<file path="config.mk">
export PLATFORM = sky130hd
export DESIGN_NAME = iram_access_ctrl
export DESIGN_NICKNAME = d
export VERILOG_FILES = /design/src/rtl/iram_access_ctrl.sv
export SDC_FILE = /design/constraint.sdc
export NUM_CORES = 1
export LEC_CHECK = 0
export CORE_UTILIZATION = 47
export DETAILED_ROUTE_END_ITERATION = 16
export GPL_TIMING_DRIVEN = 0
export PLACE_DENSITY = 0.87
export SYNTH_ARGS = -nofsm -noshare
export SYNTH_HDL_FRONTEND = slang
export SYNTH_SLANG_ARGS = --single-unit
</file>
<file path="constraint.sdc">
create_clock -name clk -period 5.7 [get_ports clk]
set_input_delay 1.14 -clock clk [delete_from_list [all_inputs] [get_ports clk]]
set_output_delay 1.14 -clock clk [all_outputs]
set_load 0.1 [all_outputs]
</file>
<file path="src/rtl/iram_access_ctrl.sv">
// rtl/iram_access_ctrl.sv - debug-monitor command sequencer for instruction RAM and CPU run control
//
// Purpose:
//   Accepts one monitor command at a time and turns it into instruction-RAM
//   write / read / fill sequences, steals the fetch read port while reading,
//   and starts or halts the CPU. Every accepted command yields exactly one
//   registered response strobe. RAM access is refused while the CPU runs.
//
// Ports:
//   clk, rst_n                 clock, asynchronous active-low reset
//   cmd_valid/cmd_ready        command handshake (ready only while idle)
//   cmd_op/adr/data/len        opcode, word address [31:2], data, fill count-1
//   rsp_valid/rsp_data/rsp_err one-cycle response strobe, read/PC data, reject flag
//   i_ram_wen/wadr/wdata       instruction-RAM write port
//   i_read_sel/i_ram_radr      read-port steal and read word address
//   i_ram_rdata                RAM read data, valid the cycle after the address
//   pc_data                    current fetch PC (byte address)
//   cpu_start/start_adr        one-cycle PC load strobe and load value [31:2]
//   cpu_run                    1 = CPU running, 0 stalls fetch
module iram_access_ctrl #(
    parameter int IWIDTH = 12
) (
    input  logic              clk,
    input  logic              rst_n,
    input  logic              cmd_valid,
    output logic              cmd_ready,
    input  logic [2:0]        cmd_op,
    input  logic [29:0]       cmd_adr,
    input  logic [31:0]       cmd_data,
    input  logic [7:0]        cmd_len,
    output logic              rsp_valid,
    output logic [31:0]       rsp_data,
    output logic              rsp_err,
    output logic              i_ram_wen,
    output logic [IWIDTH-2:0] i_ram_wadr,
    output logic [31:0]       i_ram_wdata,
    output logic              i_read_sel,
    output logic [IWIDTH-2:0] i_ram_radr,
    input  logic [31:0]       i_ram_rdata,
    input  logic [31:0]       pc_data,
    output logic              cpu_start,
    output logic [29:0]       start_adr,
    output logic              cpu_run
);

    localparam int AW = IWIDTH - 1;

    localparam logic [2:0] OP_NOP    = 3'd0;
    localparam logic [2:0] OP_WRITE  = 3'd1;
    localparam logic [2:0] OP_READ   = 3'd2;
    localparam logic [2:0] OP_FILL   = 3'd3;
    localparam logic [2:0] OP_RUN    = 3'd4;
    localparam logic [2:0] OP_HALT   = 3'd5;
    localparam logic [2:0] OP_READPC = 3'd6;
    localparam logic [2:0] OP_RSVD   = 3'd7;

    typedef enum logic [2:0] {
        S_IDLE,
        S_WR,
        S_FILL,
        S_RD_A,
        S_RD_D,
        S_RSP
    } state_t;

    state_t          r_state;
    logic            r_cmd_ready;
    logic            r_rsp_valid;
    logic [31:0]     r_rsp_data;
    logic            r_rsp_err;
    logic            r_wen;
    logic [AW-1:0]   r_wadr;
    logic [31:0]     r_wdata;
    logic            r_read_sel;
    logic [AW-1:0]   r_radr;
    logic            r_cpu_start;
    logic [29:0]     r_start_adr;
    logic            r_cpu_run;
    logic [7:0]      r_cnt;

    logic            w_accept;
    logic            w_is_ram;
    logic            w_adr_bad;
    logic            w_err;

    assign w_accept  = cmd_valid & r_cmd_ready;
    assign w_is_ram  = (cmd_op == OP_WRITE) | (cmd_op == OP_READ) | (cmd_op == OP_FILL);
    // Any word-address bit above the RAM size is out of range.
    assign w_adr_bad = |cmd_adr[29:AW];
    assign w_err     = (w_is_ram & (r_cpu_run | w_adr_bad))
                     | ((cmd_op == OP_RUN) & r_cpu_run)
                     | (cmd_op == OP_RSVD);

    always_ff @(posedge clk or negedge rst_n) begin
        if (!rst_n) begin
            r_state     <= S_IDLE;
            r_cmd_ready <= 1'b1;
            r_rsp_valid <= 1'b0;
            r_rsp_data  <= '0;
            r_rsp_err   <= 1'b0;
            r_wen       <= 1'b0;
            r_wadr      <= '0;
            r_wdata     <= '0;
            r_read_sel  <= 1'b0;
            r_radr      <= '0;
            r_cpu_start <= 1'b0;
            r_start_adr <= '0;
            r_cpu_run   <= 1'b0;
            r_cnt       <= '0;
        end else begin
            case (r_state)
                S_IDLE: begin
                    if (w_accept) begin
                        r_cmd_ready <= 1'b0;
                        if (w_err) begin
                            r_state     <= S_RSP;
                            r_rsp_valid <= 1'b1;
                            r_rsp_err   <= 1'b1;
                        end else begin
                            case (cmd_op)
                                OP_WRITE: begin
                                    r_wen   <= 1'b1;
                                    r_wadr  <= cmd_adr[AW-1:0];
                                    r_wdata <= cmd_data;
                                    r_state <= S_WR;
                                end
                                OP_READ: begin
                                    r_read_sel <= 1'b1;
                                    r_radr     <= cmd_adr[AW-1:0];
                                    r_state    <= S_RD_A;
                                end
                                OP_FILL: begin
                                    r_wen   <= 1'b1;
                                    r_wadr  <= cmd_adr[AW-1:0];
                                    r_wdata <= cmd_data;
                                    r_cnt   <= cmd_len;
                                    r_state <= S_FILL;
                                end
                                OP_RUN: begin
                                    // RUN reuses the one-cycle WR step to space the
                                    // start pulse and the response; no write is raised.
                                    r_cpu_start <= 1'b1;
                                    r_start_adr <= cmd_adr;
                                    r_cpu_run   <= 1'b1;
                                    r_state     <= S_WR;
                                end
                                OP_HALT: begin
                                    r_cpu_run   <= 1'b0;
                                    r_rsp_valid <= 1'b1;
                                    r_state     <= S_RSP;
                                end
                                OP_READPC: begin
                                    r_rsp_data  <= pc_data;
                                    r_rsp_valid <= 1'b1;
                                    r_state     <= S_RSP;
                                end
                                default: begin
                                    r_rsp_valid <= 1'b1;
                                    r_state     <= S_RSP;
                                end
                            endcase
                        end
                    end
                end
                S_WR: begin
                    r_wen       <= 1'b0;
                    r_cpu_start <= 1'b0;
                    r_rsp_valid <= 1'b1;
                    r_state     <= S_RSP;
                end
                S_FILL: begin
                    if (r_cnt == 8'd0) begin
                        r_wen       <= 1'b0;
                        r_rsp_valid <= 1'b1;
                        r_state     <= S_RSP;
                    end else begin
                        r_cnt  <= r_cnt - 8'd1;
                        // Address wraps naturally past the top of RAM.
                        r_wadr <= r_wadr + 1'b1;
                    end
                end
                S_RD_A: begin
                    r_state <= S_RD_D;
                end
                S_RD_D: begin
                    r_rsp_data  <= i_ram_rdata;
                    r_read_sel  <= 1'b0;
                    r_radr      <= '0;
                    r_rsp_valid <= 1'b1;
                    r_state     <= S_RSP;
                end
                S_RSP: begin
                    r_rsp_valid <= 1'b0;
                    r_rsp_err   <= 1'b0;
                    r_cmd_ready <= 1'b1;
                    r_state     <= S_IDLE;
                end
                default: begin
                    r_state     <= S_IDLE;
                    r_cmd_ready <= 1'b1;
                end
            endcase
        end
    end

    assign cmd_ready   = r_cmd_ready;
    assign rsp_valid   = r_rsp_valid;
    assign rsp_data    = r_rsp_data;
    assign rsp_err     = r_rsp_err;
    assign i_ram_wen   = r_wen;
    assign i_ram_wadr  = r_wadr;
    assign i_ram_wdata = r_wdata;
    assign i_read_sel  = r_read_sel;
    assign i_ram_radr  = r_radr;
    assign cpu_start   = r_cpu_start;
    assign start_adr   = r_start_adr;
    assign cpu_run     = r_cpu_run;

endmodule

</file>
### Word level (Yosys, flattened, before mapping)

Index checks and enable logic that the tools add are counted.

* bits in registers: 134
* input bits: 140
* output and inout bits: 123
* logic and storage cells: 124

* add/sub/neg operators: 2
* eq/ne operators: 23
* multiplexer cells: 47
* bitwise gates (word level): 10
* reduce and logical (&&, ||, !) cells: 28

Operators by type and width (count)
* 32-bit 2-to-1 mux: 3
* 11-bit 2-to-1 mux: 7
* 32-bit case mux with 2 select lines: 1
* 11-bit case mux with 2 select lines: 2
* 8-bit 2-to-1 mux: 4
* 4-bit AND reduction: 7
* 19-bit OR reduction: 1
* 3-bit equality test (second input constant): 6
* 2-bit inequality test (second input constant): 9
* 1-bit 2-to-1 mux: 17
* 8-bit case mux with 2 select lines: 1
* 5-bit AND reduction: 3
* 3-bit by 2-bit equality test with 1-bit output (second input constant): 4
* 3-bit case mux with 4 select lines: 1
* 11-bit by 1-bit adder with 11-bit output (second input constant): 1
* 1-bit case mux with 2 select lines: 5
* 2-bit nonzero test: 5
* 3-bit 2-to-1 mux: 3
* 3-bit case mux with 3 select lines: 1
* 8-bit logical NOT: 1
* 4-bit OR reduction: 2
* 8-bit by 1-bit subtractor with 8-bit output (second input constant): 1
* 3-bit by 1-bit equality test with 1-bit output (second input constant): 2
* 2-bit OR reduction: 3
* 12 further kinds: 20

### Logic depth before layout (Yosys ltp)

* depth in word-level cells: 9
* gate-level depth with buffers: 9
* depth with buffers taken out: 6

### Worst setup path after synthesis

Ideal clock, no wire load.

* path type: input port to flip-flop
* from: input cmd_adr[28]
* to: register r_start_adr[0], in the netlist start_adr[0]
* setup time: 0.128 ns
* arrival time: 2.538 ns
* required time: 5.572 ns
* path slack: 3.034 ns
* stages on the path: 6
* path buffers: 1
* cells stage by stage: nor4_1 -> nand4_1 -> o21ai_2 -> nand3_1 -> buf_2 -> mux2_1

* word-level cells in the longest chain between the ends: 7

RTL lines
* start: declaration: RTL line 28 `input logic [29:0] cmd_adr,`
* 19-bit OR reduction: RTL line 89 `assign w_adr_bad = |cmd_adr[29:AW];`
* 1-bit bitwise OR: RTL line 90 `assign w_err = (w_is_ram & (r_cpu_run | w_adr_bad))`
* 1-bit AND: RTL line 90
* 1-bit bitwise OR: RTL line 91 `| ((cmd_op == OP_RUN) & r_cpu_run)`
* 1-bit bitwise OR: RTL line 92 `| (cmd_op == OP_RSVD);`
* 1-bit NOT (no line)
* 4-bit AND reduction (no line)
* end signal: assignment: RTL line 143 `r_start_adr <= cmd_adr;`
* end: declaration: RTL line 77 `logic [29:0] r_start_adr;`

No other way between the ends.
A chain may end at the register's enable or synchronous reset.

### Worst setup path after layout

* from: register r_cmd_ready, in the netlist cmd_ready
* to: output cmd_ready

RTL lines
* start: declaration: RTL line 67 `logic r_cmd_ready;`
* start signal: assignment: RTL line 97 `r_cmd_ready <= 1'b1;`
* start signal: assignment: RTL line 114 `r_cmd_ready <= 1'b0;`
* start signal: assignment: RTL line 195 `r_cmd_ready <= 1'b1;`
* end: declaration: RTL line 26 `output logic cmd_ready,`

No word-level cell between the ends.

==> flow_metrics.py <==
metrics = {
    "critical_path": {
        "critPathArrivalTime_ns": 2.14,
        "cp-end-kind": "primary output",
        "crit_required_ns": 4.56,
        "critPathSlowestCell": "clkdlybuf4s50_1",
        "critPathBufInv": 1,
        "cp_top_family": "buffers and inverters",
        "r2r-end": "start_adr[4]",
        "critPathMaxFanout": 6,
        "r2r-start": "cpu_run",
        "rrSetupSlack_ns": 3.29,
        "path_cells": "clkdlybuf4s50_1",
        "startpoint_type": "flop",
        "slowest_delay_ns": 1.14,
        "rr_worst_depth": 6,
        "critical_path_class": "reg -> out",
    },
    "detailed_routing": {
        "drcViolationCount": 0,
        "wirelength_mm": 20.8,
        "drt-initial-drc-count": 580,
        "post_drt_via_cell_ratio": 5.80,
        "wl_per_cell_um": 20.1,
        "ant_nets": 0,
        "dr_total_vias": 6008,
        "drtPass1Iterations": 5,
    },
    "sta": {
        "slew_headroom_pct": 28.8,
        "clock_skew_ns": 0.00774,
        "max_freq_mhz": 305,
        "rsz0062_at_grt": "no",
        "tightest_slew_ns": 1.06,
        "setup_viol": 0,
        "period_share_pct": 57.6,
        "hold_viol": 0,
        "layout_min_cycle_time_ns": 3.28,
        "report.final.slew_viol_count": 0,
    },
    "placement": {
        "numPortBuffers": 262,
        "dp_hpwl_mm": 15.8,
        "gp_congestion": 0.904,
        "placed_cell_area_um2": 9160,
    },
    "final_layout": {
        "final_net_count": 994,
        "area_delta_synth_final_pct": 55.1,
        "fin_util_pct": 76.1,
        "fin_area_um2": 9760,
        "diodes": 0,
        "layout.cells.most_common": "clkdlybuf4s50_1",
        "drive_gt1_share_pct": 10.9,
        "mostFrequentLayoutCells": "clkdlybuf4s50_1, dfrtp_1, o21ai_0",
    },
    "yosys": {
        "yosys.area_share.simple_pct": 13.2,
        "ys.flop_type": "dfrtp_1",
        "netlist_area_um2": 6290,
        "synth_top_area_share_pct": 52.9,
        "async_reset_ff_share_pct": 100,
        "synth_xor_area_share_pct": 0.278,
        "synth_mux_area_share_pct": 11.6,
        "synthesis.nets": 712,
        "synth-compound-area-share_pct": 17.6,
        "yosysWarnings": 0,
        "synth-adder-area-share_pct": 0.596,
        "ys_ff_latch": 134,
        "ys_seq_area_share_pct": 53.3,
        "synth_area_per_cell_um2": 11.1,
        "synth_top_family_by_area": "compound AO/OA/AOI/OAI gates",
        "synth_cells": 569,
        "synth-edff-count": 0,
        "synth.largest_area_cell": "dfrtp_1",
        "synth.area.top_cells": "dfrtp_1, mux2_1, a221o_1, mux2_2, o21ai_0",
        "synthDistinctLibCells": 63,
    },
    "global_routing": {
        "antenna_found_initial": 0,
        "use_met2_pct": 53.6,
        "grt_pass1_wl_mm": 33.4,
        "grt.total_usage_pct": 31.3,
        "use_met3_pct": 9.11,
        "grt_max_degree": 86,
        "grt-busiest-layer": "met2",
        "first_global_vias": 6326,
        "overflow": 0,
        "grt_util_met1_pct": 35.1,
    },
    "clock_tree": {
        "clk_pin_slew_ns": 0.06,
        "post_cts_resized": 0,
        "cts-root-buf": "clkbuf_16",
        "cts_made_buffers": 17,
        "cts_tree": "done",
        "cts_sinks": 134,
        "post_cts_buffers": 0,
        "clk_latency_ns": 0.42,
        "htreeDepth": 4,
        "clock_path_buffers": 2,
        "cts_hold_buf": 0,
    },
    "floorplan": {
        "start_util_pct": 49.1,
        "die_y_um": 118,
        "pin_count": 263,
        "die-area_um2": 13900,
        "die_w_um": 118,
        "rows": 41,
        "core_area_um2": 12800,
    },
    "power": {
        "p_leak_nw": 4.17,
        "irDropWorstVdd_mv": 0.750,
        "power.density_nw_per_um2": 670,
    },
    "min_path": {
        "hold_end": "start_adr[6]",
        "hold_depth": 1,
        "hold_class": "reg -> reg",
        "hold_start": "start_adr[6]",
    },
    "outcome": {
        "outcome": "finished, final reports clean",
    },
    "flow_run": {
        "drv_cap": 0,
    },
}
## worst reg2reg max path, cell delays in order (launching register included)
cell	delay (ns)
dfrtp_1	0.45
nor4_1	0.31
nand4_1	0.28
o21ai_2	0.40
nand3_1	0.20
buf_2	0.28
mux2_1	0.36
## logic make-up (layout without fill, tap and decap cells)
logic type / Yosys count / after routing
AO/OA/AOI/OAI: 166 / 166
XOR/XNOR: 2 / 2
adder cells (fa/ha/maj): 3 / 3
multiplexers: 65 / 65
AND/OR/NAND/NOR: 149 / 149
buffers and inverters: 50 / 345
flip-flops: 134 / 134
## worst max-delay path by stage
stage | from | end | slack (ns) | cells past startpoint
floorplan | cmd_adr[28] | start_adr[0] | 3.03 | 6
global placement | rst_n | i_ram_wdata[6] | -1.59 | 1
detailed placement | cmd_adr[12] | start_adr[8] | 2.06 | 7
CTS | cmd_ready | cmd_ready | 2.40 | 1
global route | cmd_adr[12] | start_adr[4] | 2.26 | 7
finish | cmd_ready | cmd_ready | 2.42 | 1
## cell usage after synthesis, types with 2 or more instances
library cell and count:
a31o_2 3, nor4_1 3, a41oi_1 2, nor3b_2 2, mux2_1 36, and3_1 5, a31oi_1 2, inv_1 7
a21o_1 2, mux2i_1 3, and4_1 4, a21oi_1 37, nor3_2 2, ha_1 3, nand3_1 23, nand2_1 21
a211oi_1 3, o21ai_0 58, clkbuf_1 21, or3_1 2, nand2b_1 5, nand4_1 3, o31ai_1 4, a221o_1 32
nor3b_1 3, o32a_1 2, o22ai_1 6, buf_2 20, nor2_1 25, nor4_2 3, mux2_2 26, nor3_1 36
dfrtp_1 133, or4_1 2, xnor2_1 2
## state kept, by name (all words and copies together), names as in the netlist
| signal | flops |
|---|---|
| i_ram_wadr | 11 |
| i_ram_wdata | 32 |
| cpu_run | 1 |
| i_ram_radr | 11 |
| r_cnt | 8 |
| rsp_data | 32 |
| i_ram_wen | 1 |
| i_read_sel | 1 |
| cpu_start | 1 |
| cmd_ready | 1 |
| start_adr | 30 |
| rsp_err | 1 |
| r_state | 3 |
| rsp_valid | 1 |
## per-stage QoR
| step | worst slack, ns | power [mW] | setup TNS (ns) | cells | hold slack (ns) |
|---|---|---|---|---|---|
| global route | 2.26 | 6.73 | 0 | 1036 | 0.505 |
| CTS | 2.40 | 6.55 | 0 | 1036 | 0.493 |
| finish | 2.42 | 6.54 | 0 | 1036 | 0.488 |
| floorplan | 3.03 | 4.37 | 0 | 569 | 0.492 |
| global placement | -1.59 | 5.34 | -209.71 | 1003 | 0.472 |
| detailed placement | 2.06 | 5.40 | 0 | 1004 | 0.481 |
## layout make-up
cell class              instances  area [µm²]
clock inverters                 8         121
well taps                     172         215
multi-input cells             385        2720
plain buffers                  43         190
fillers                       853        3060
flip-flops and latches        134        3350
clock buffers                  24         482
repair buffers                263        2650
inverters                       7        26.3
## where the power goes
part | switching [mW] | internal [mW] | total, mW
sequential | 0.214 | 1.29 | 1.51
clock | 0.402 | 0.721 | 1.12
combinational | 2.96 | 0.949 | 3.91
total | 3.58 | 2.96 | 6.54
## per-layer routing
| layer | share of wire [%] | vias up |
|---|---|---|
| met3 | 8.3 | 61 |
| met5 | 0 | - |
| met4 | 4.5 | 0 |
| met2 | 51 | 343 |
| met1 | 37 | 2891 |
| li1 | - | 2713 |
Note: power is estimated with default switching activity, not from simulation.
